File: src/rtl/fetch_buffer_pkg.sv
// rtl/fetch_buffer_pkg.sv - shared widths and control states for the fetch buffer
`timescale 1ns/1ps
package fetch_buffer_pkg;

    localparam int FB_DATA_WIDTH = 32;
    localparam int FB_DEPTH      = 4;

    typedef enum logic [1:0] {
        FB_IDLE = 2'd0,
        FB_WAIT = 2'd1,
        FB_DROP = 2'd2
    } fb_state_t;

endpackage

File: src/rtl/fetch_buffer_if.sv
// rtl/fetch_buffer_if.sv - PC, instruction memory and decode-side signals of the fetch buffer
`timescale 1ns/1ps
interface fetch_buffer_if
    import fetch_buffer_pkg::*;
#(
    parameter int DATA_WIDTH = FB_DATA_WIDTH
) ();

    logic                  pc_stall;
    logic [DATA_WIDTH-1:0] pc;
    logic                  redirect;
    logic                  imem_req;
    logic [DATA_WIDTH-1:0] imem_addr;
    logic                  imem_ack;
    logic [DATA_WIDTH-1:0] imem_rdata;
    logic                  inst_valid;
    logic [DATA_WIDTH-1:0] inst;
    logic [DATA_WIDTH-1:0] inst_pc;
    logic                  inst_ready;

    modport master (
        input  pc, redirect, imem_ack, imem_rdata, inst_ready,
        output pc_stall, imem_req, imem_addr, inst_valid, inst, inst_pc
    );

    modport slave (
        output pc, redirect, imem_ack, imem_rdata, inst_ready,
        input  pc_stall, imem_req, imem_addr, inst_valid, inst, inst_pc
    );

endinterface

File: src/rtl/fetch_fifo.sv
// rtl/fetch_fifo.sv - {pc, instruction} queue between instruction memory and decode
`timescale 1ns/1ps
module fetch_fifo
    import fetch_buffer_pkg::*;
#(
    parameter int DEPTH      = FB_DEPTH,
    parameter int DATA_WIDTH = FB_DATA_WIDTH
) (
    input  logic                  clk,
    input  logic                  rst_n,
    input  logic                  i_push,
    input  logic                  i_pop,
    input  logic                  i_flush,
    input  logic [DATA_WIDTH-1:0] i_pc,
    input  logic [DATA_WIDTH-1:0] i_inst,
    output logic [DATA_WIDTH-1:0] o_pc,
    output logic [DATA_WIDTH-1:0] o_inst,
    output logic                  o_full,
    output logic                  o_empty
);

    localparam int            AW       = $clog2(DEPTH);
    localparam logic [AW:0]   FULL_CNT = (AW+1)'(DEPTH);

    logic [2*DATA_WIDTH-1:0] r_mem [DEPTH];
    logic [AW-1:0]           r_wr_ptr;
    logic [AW-1:0]           r_rd_ptr;
    logic [AW:0]             r_count;
    logic                    w_push;
    logic                    w_pop;

    assign o_full  = (r_count == FULL_CNT);
    assign o_empty = (r_count == '0);
    assign w_push  = i_push && !o_full;
    assign w_pop   = i_pop && !o_empty;
    assign o_pc    = r_mem[r_rd_ptr][2*DATA_WIDTH-1:DATA_WIDTH];
    assign o_inst  = r_mem[r_rd_ptr][DATA_WIDTH-1:0];

    // Flush wins over any same-cycle push or pop so no wrong-path word survives a redirect.
    always_ff @(posedge clk or negedge rst_n) begin
        if (!rst_n) begin
            r_wr_ptr <= '0;
            r_rd_ptr <= '0;
            r_count  <= '0;
        end else if (i_flush) begin
            r_wr_ptr <= '0;
            r_rd_ptr <= '0;
            r_count  <= '0;
        end else begin
            if (w_push) r_wr_ptr <= r_wr_ptr + 1'b1;
            if (w_pop)  r_rd_ptr <= r_rd_ptr + 1'b1;
            case ({w_push, w_pop})
                2'b10:   r_count <= r_count + 1'b1;
                2'b01:   r_count <= r_count - 1'b1;
                default: r_count <= r_count;
            endcase
        end
    end

    always_ff @(posedge clk) begin
        if (w_push) r_mem[r_wr_ptr] <= {i_pc, i_inst};
    end

endmodule

File: src/rtl/fetch_buffer.sv
// rtl/fetch_buffer.sv - single-outstanding instruction fetch with redirect flush and PC hold
`timescale 1ns/1ps
module fetch_buffer
    import fetch_buffer_pkg::*;
#(
    parameter int DATA_WIDTH = FB_DATA_WIDTH,
    parameter int DEPTH      = FB_DEPTH
) (
    input  logic           clk,
    input  logic           rst_n,
    fetch_buffer_if.master bus
);

    fb_state_t             r_state;
    fb_state_t             w_next;
    logic                  r_req;
    logic [DATA_WIDTH-1:0] r_addr;
    logic                  w_issue;
    logic                  w_done;
    logic                  w_push;
    logic                  w_pop;
    logic                  w_full;
    logic                  w_empty;
    logic [DATA_WIDTH-1:0] w_head_pc;
    logic [DATA_WIDTH-1:0] w_head_inst;

    always_ff @(posedge clk or negedge rst_n) begin
        if (!rst_n) r_state <= FB_IDLE;
        else        r_state <= w_next;
    end

    // A redirect while waiting turns the outstanding read into one whose word is thrown away.
    always_comb begin
        w_next  = r_state;
        w_issue = 1'b0;
        w_done  = 1'b0;
        w_push  = 1'b0;
        case (r_state)
            FB_IDLE: begin
                if (!w_full && !bus.redirect) begin
                    w_issue = 1'b1;
                    w_next  = FB_WAIT;
                end
            end
            FB_WAIT: begin
                if (bus.imem_ack) begin
                    w_done = 1'b1;
                    w_push = !bus.redirect;
                    w_next = FB_IDLE;
                end else if (bus.redirect) begin
                    w_next = FB_DROP;
                end
            end
            FB_DROP: begin
                if (bus.imem_ack) begin
                    w_done = 1'b1;
                    w_next = FB_IDLE;
                end
            end
            default: w_next = FB_IDLE;
        endcase
    end

    always_ff @(posedge clk or negedge rst_n) begin
        if (!rst_n) begin
            r_req  <= 1'b0;
            r_addr <= '0;
        end else if (w_issue) begin
            r_req  <= 1'b1;
            r_addr <= bus.pc;
        end else if (w_done) begin
            r_req  <= 1'b0;
        end
    end

    assign w_pop = !w_empty && bus.inst_ready;

    fetch_fifo #(
        .DEPTH      (DEPTH),
        .DATA_WIDTH (DATA_WIDTH)
    ) u_fifo (
        .clk     (clk),
        .rst_n   (rst_n),
        .i_push  (w_push),
        .i_pop   (w_pop),
        .i_flush (bus.redirect),
        .i_pc    (r_addr),
        .i_inst  (bus.imem_rdata),
        .o_pc    (w_head_pc),
        .o_inst  (w_head_inst),
        .o_full  (w_full),
        .o_empty (w_empty)
    );

    // PC moves only when its word is captured, and a redirect is always let through.
    assign bus.pc_stall   = !(bus.redirect || (r_state == FB_WAIT && bus.imem_ack));
    assign bus.imem_req   = r_req;
    assign bus.imem_addr  = r_addr;
    assign bus.inst_valid = !w_empty;
    assign bus.inst       = w_head_inst;
    assign bus.inst_pc    = w_head_pc;

endmodule
File: src/flat_wrapper.sv
// flat-port wrapper written by rule: the top's interface ports become plain ports
module fetch_buffer_flat import fetch_buffer_pkg::*;
#(
    parameter int DATA_WIDTH = FB_DATA_WIDTH,
    parameter int DEPTH      = FB_DEPTH
)
  (clk, rst_n, bus_pc, bus_redirect, bus_imem_ack, bus_imem_rdata, bus_inst_ready, bus_pc_stall, bus_imem_req, bus_imem_addr, bus_inst_valid, bus_inst, bus_inst_pc);
  fetch_buffer_if #(.DATA_WIDTH(DATA_WIDTH)) bus_i ();
  input  logic clk;
  input  logic rst_n;
  input wire logic [$bits(bus_i.pc)-1:0] bus_pc;
  input wire logic [$bits(bus_i.redirect)-1:0] bus_redirect;
  input wire logic [$bits(bus_i.imem_ack)-1:0] bus_imem_ack;
  input wire logic [$bits(bus_i.imem_rdata)-1:0] bus_imem_rdata;
  input wire logic [$bits(bus_i.inst_ready)-1:0] bus_inst_ready;
  output wire logic [$bits(bus_i.pc_stall)-1:0] bus_pc_stall;
  output wire logic [$bits(bus_i.imem_req)-1:0] bus_imem_req;
  output wire logic [$bits(bus_i.imem_addr)-1:0] bus_imem_addr;
  output wire logic [$bits(bus_i.inst_valid)-1:0] bus_inst_valid;
  output wire logic [$bits(bus_i.inst)-1:0] bus_inst;
  output wire logic [$bits(bus_i.inst_pc)-1:0] bus_inst_pc;
  assign bus_i.pc = bus_pc;
  assign bus_i.redirect = bus_redirect;
  assign bus_i.imem_ack = bus_imem_ack;
  assign bus_i.imem_rdata = bus_imem_rdata;
  assign bus_i.inst_ready = bus_inst_ready;
  assign bus_pc_stall = bus_i.pc_stall;
  assign bus_imem_req = bus_i.imem_req;
  assign bus_imem_addr = bus_i.imem_addr;
  assign bus_inst_valid = bus_i.inst_valid;
  assign bus_inst = bus_i.inst;
  assign bus_inst_pc = bus_i.inst_pc;
  fetch_buffer #(.DATA_WIDTH(DATA_WIDTH), .DEPTH(DEPTH)) u_core (.clk(clk), .rst_n(rst_n), .bus(bus_i));
endmodule
File: config.mk
export PLATFORM = sky130hd
export DESIGN_NAME = fetch_buffer_flat
export DESIGN_NICKNAME = d
export VERILOG_FILES = /design/src/rtl/fetch_buffer_pkg.sv /design/src/rtl/fetch_buffer_if.sv /design/src/rtl/fetch_fifo.sv /design/src/rtl/fetch_buffer.sv /design/src/flat_wrapper.sv
export SDC_FILE = /design/constraint.sdc
export NUM_CORES = 1
export LEC_CHECK = 0
export ABC_AREA = 0
export ABC_CLOCK_PERIOD_IN_PS = 9900
export CORE_UTILIZATION = 35
export DETAILED_ROUTE_END_ITERATION = 12
export PLACE_DENSITY = 0.57
export SYNTH_ARGS = -nofsm -noshare
export SYNTH_HDL_FRONTEND = slang
export SYNTH_HIERARCHICAL = 1
export SYNTH_SLANG_ARGS = --single-unit
File: constraint.sdc
create_clock -name clk -period 9.9 [get_ports clk]
set_input_delay 1.98 -clock clk [delete_from_list [all_inputs] [get_ports clk]]
set_output_delay 1.98 -clock clk [all_outputs]
set_load 0.05 [all_outputs]
==> flow_summary.yaml <==
clocking:
  cts_tree: "yes"
  clk_pin_slew_ns: 0.06
  clk_latency_ns: 0.55
  post_cts_buffers: 0
  holdBufCountCts: 0
  cts_sinks: 298
  cts.path.max_buffers: 3
  cts_buffers: 31
  htreeDepth: 1
  cts_root_buf: "clkbuf_16"
  post_cts_resized: 0
worst_hold_path:
  hold_class: "reg2reg"
sta:
  maxClockFrequency_ghz: 0.176
  worst_slew_pin_slew_ns: 1.12
  finClkSkew_ns: 0.0187
  setup_slack_ns: 4.21
  fin_crit_ns: 5.69
  period_share_pct: 57.5
  finalHoldViolations: 0
  relSlewSlack_pct: 25.6
  fin_setup_tns_ns: 0
  grt_setup_unrepaired: "no"
  setup_viol: 0
  slew_viol_final: 0
synth:
  ys.flop_type: "edfxtp_1"
  yosysMostFrequentCell: "edfxtp_1"
  async_flop_share_pct: 14.1
  synthCells: 492
  ys_seq_elements: 298
  yosys-top-cells-area: "edfxtp_1, mux4_2, dfrtp_1"
  yosysWarnings: 6
  syn-cell-area_um2: 11200
  synth.distinct_cells: 39
  yosysTopAreaCell: "edfxtp_1"
  avgSynthCellArea_um2: 22.8
  syn_nets: 570
  synth_commonest_cells: "edfxtp_1, mux4_2, dfrtp_1"
  synth_top_area_share_pct: 68.5
  ys_seq_area_share_pct: 77.9
  synth-edff-count: 256
global_routing:
  antenna_found_initial: 0
  overflow: 0
  grt_pass1_wl_um: 34300
  grt_max_degree: 66
  track_usage_pct: 13.6
  grt_pass1_vias: 6008
routing:
  wl_per_cell_um: 19.9
  drt_first_pass_iters: 4
  viasPerCell: 4.93
  ant_nets: 0
  drtIter0Drc: 215
  vias: 5413
  drt_wl_total_um: 21800
  drc: 0
cells_and_area:
  finalNetCount: 751
  diodes: 0
  drive_gt1_share_pct: 22.1
  fill_cells: 2667
  area_growth_pct: 27.3
  final_core_util_pct: 45.3
power_and_ir_drop:
  vdd_drop_max_mv: 0.173
  leakagePower_nw: 4.64
  power.density_nw_per_um2: 259
critical_path:
  cp_data_arrival_time_ns: 3.71
  cp_data_required_time_ns: 7.92
  crit_type: "in2out"
  critPathCaptureType: "output pin"
  r2r_slack_ns: 6.67
  cp-start-kind: "input pin"
  critPathMaxFanout: 13
placed_design:
  dpl.hpwl_um: 11900
  place_ws_ns: 4.25
  port_buffers: 167
  gp_congestion: 0.724
floorplanning:
  core_um2: 31600
  die_w_um: 181
  ios: 168
  die_h_um: 181
  initial_utilization_pct: 35.6
  die_area_um2: 32800
  rows: 65
outcome:
  status: "complete, no violations"
run:
  max_cap_violations: 0
==> flip-flops by register name, indices dropped and copies added, names as in the netlist <==
signal                  cells
u_core/u_fifo/r_mem       256
u_core/bus.imem_addr       32
u_core/u_fifo/r_count       3
u_core/r_state              2
u_core/u_fifo/r_rd_ptr      2
u_core/u_fifo/r_wr_ptr      2
u_core/bus.imem_req         1
==> power breakdown <==
| part | switching (mW) | total (mW) | internal (mW) |
|---|---|---|---|
| combinational | 0.546 | 0.865 | 0.319 |
| sequential | 0.122 | 1.69 | 1.57 |
| clock | 0.450 | 1.14 | 0.687 |
==> final timing paths <==
path | start | end | cells past startpoint
max in group asynchronous | rst_n | u_core/u_fifo/r_rd_ptr[1] | 1
setup reg to reg | u_core/r_state[1] | u_core/u_fifo/r_mem[1][55] | 7
hold reg to reg | u_core/bus.imem_req | u_core/bus.imem_req | 1
hold / removal | u_core/bus.imem_req | u_core/bus.imem_req | 1
setup / recovery | bus_redirect | bus_pc_stall | 3
min in group asynchronous | rst_n | u_core/bus.imem_addr[19] | 1
==> final cells by class <==
| type | count | area [um^2] | area share [%] |
|---|---|---|---|
| clock buffer | 48 | 920 | 6.44 |
| clock inverter | 9 | 104 | 0.727 |
| inverter | 9 | 33.8 | 0.236 |
| multi-input combinational | 164 | 2300 | 16.1 |
| sequential | 298 | 8750 | 61.2 |
| tap | 402 | 503 | 3.52 |
| timing repair buffer | 169 | 1680 | 11.8 |
==> critical path: stages <==
cell and delay (ns):
clkdlybuf4s50_1 0.66, a21oi_1 0.24, clkdlybuf4s50_1 0.83
==> kinds of logic after synthesis <==
group | synth area share, %
multiplexers | 16.1
flip-flops | 77.9
buffers and inverters | 1.74
AO/OA/AOI/OAI | 1.44
adder cells (fa/ha/maj) | 1.07
XOR/XNOR | 0.312
AND/OR/NAND/NOR | 1.44
==> stage by stage <==
step                cell area [um^2]  hold slack, ns  instances  total power [mW]
floorplan                      11200           0.491        492              2.27
CTS                            14300           0.501       1099              3.75
global placement               13300           0.473       1042              2.56
global route                   14300           0.544       1099              3.84
finish                         14300           0.500       1099              3.70
detailed placement             13300           0.474       1042              2.59
==> layer usage <==
metal | GRT usage (%) | vias up | part of all wire, %
met1 | 16.9 | 2795 | 42
met5 | 0 | - | 0
met3 | 2.98 | 46 | 5.8
met2 | 23.7 | 183 | 50
met4 | 4.58 | 0 | 2.4
li1 | - | 2389 | -
==> cells in the final DEF, fill, tap and decap left out, types with 3 or more instances in the layout <==
cell | Yosys | routed
o21ai_0 | 5 | 5
nor3_1 | 3 | 3
clkinv_2 | 0 | 3
nand2_1 | 4 | 4
nand2b_1 | 3 | 3
xor2_1 | 3 | 3
mux2_2 | 30 | 30
inv_1 | 9 | 9
and2_4 | 0 | 4
clkbuf_16 | 0 | 31
dfrtp_1 | 42 | 40
ha_1 | 8 | 8
nor2_1 | 10 | 10
edfxtp_1 | 256 | 256
clkbuf_8 | 0 | 8
clkdlybuf4s50_1 | 0 | 166
a21oi_1 | 4 | 4
clkbuf_1 | 1 | 9
mux4_2 | 64 | 64
(Power assumes the default switching activity.)
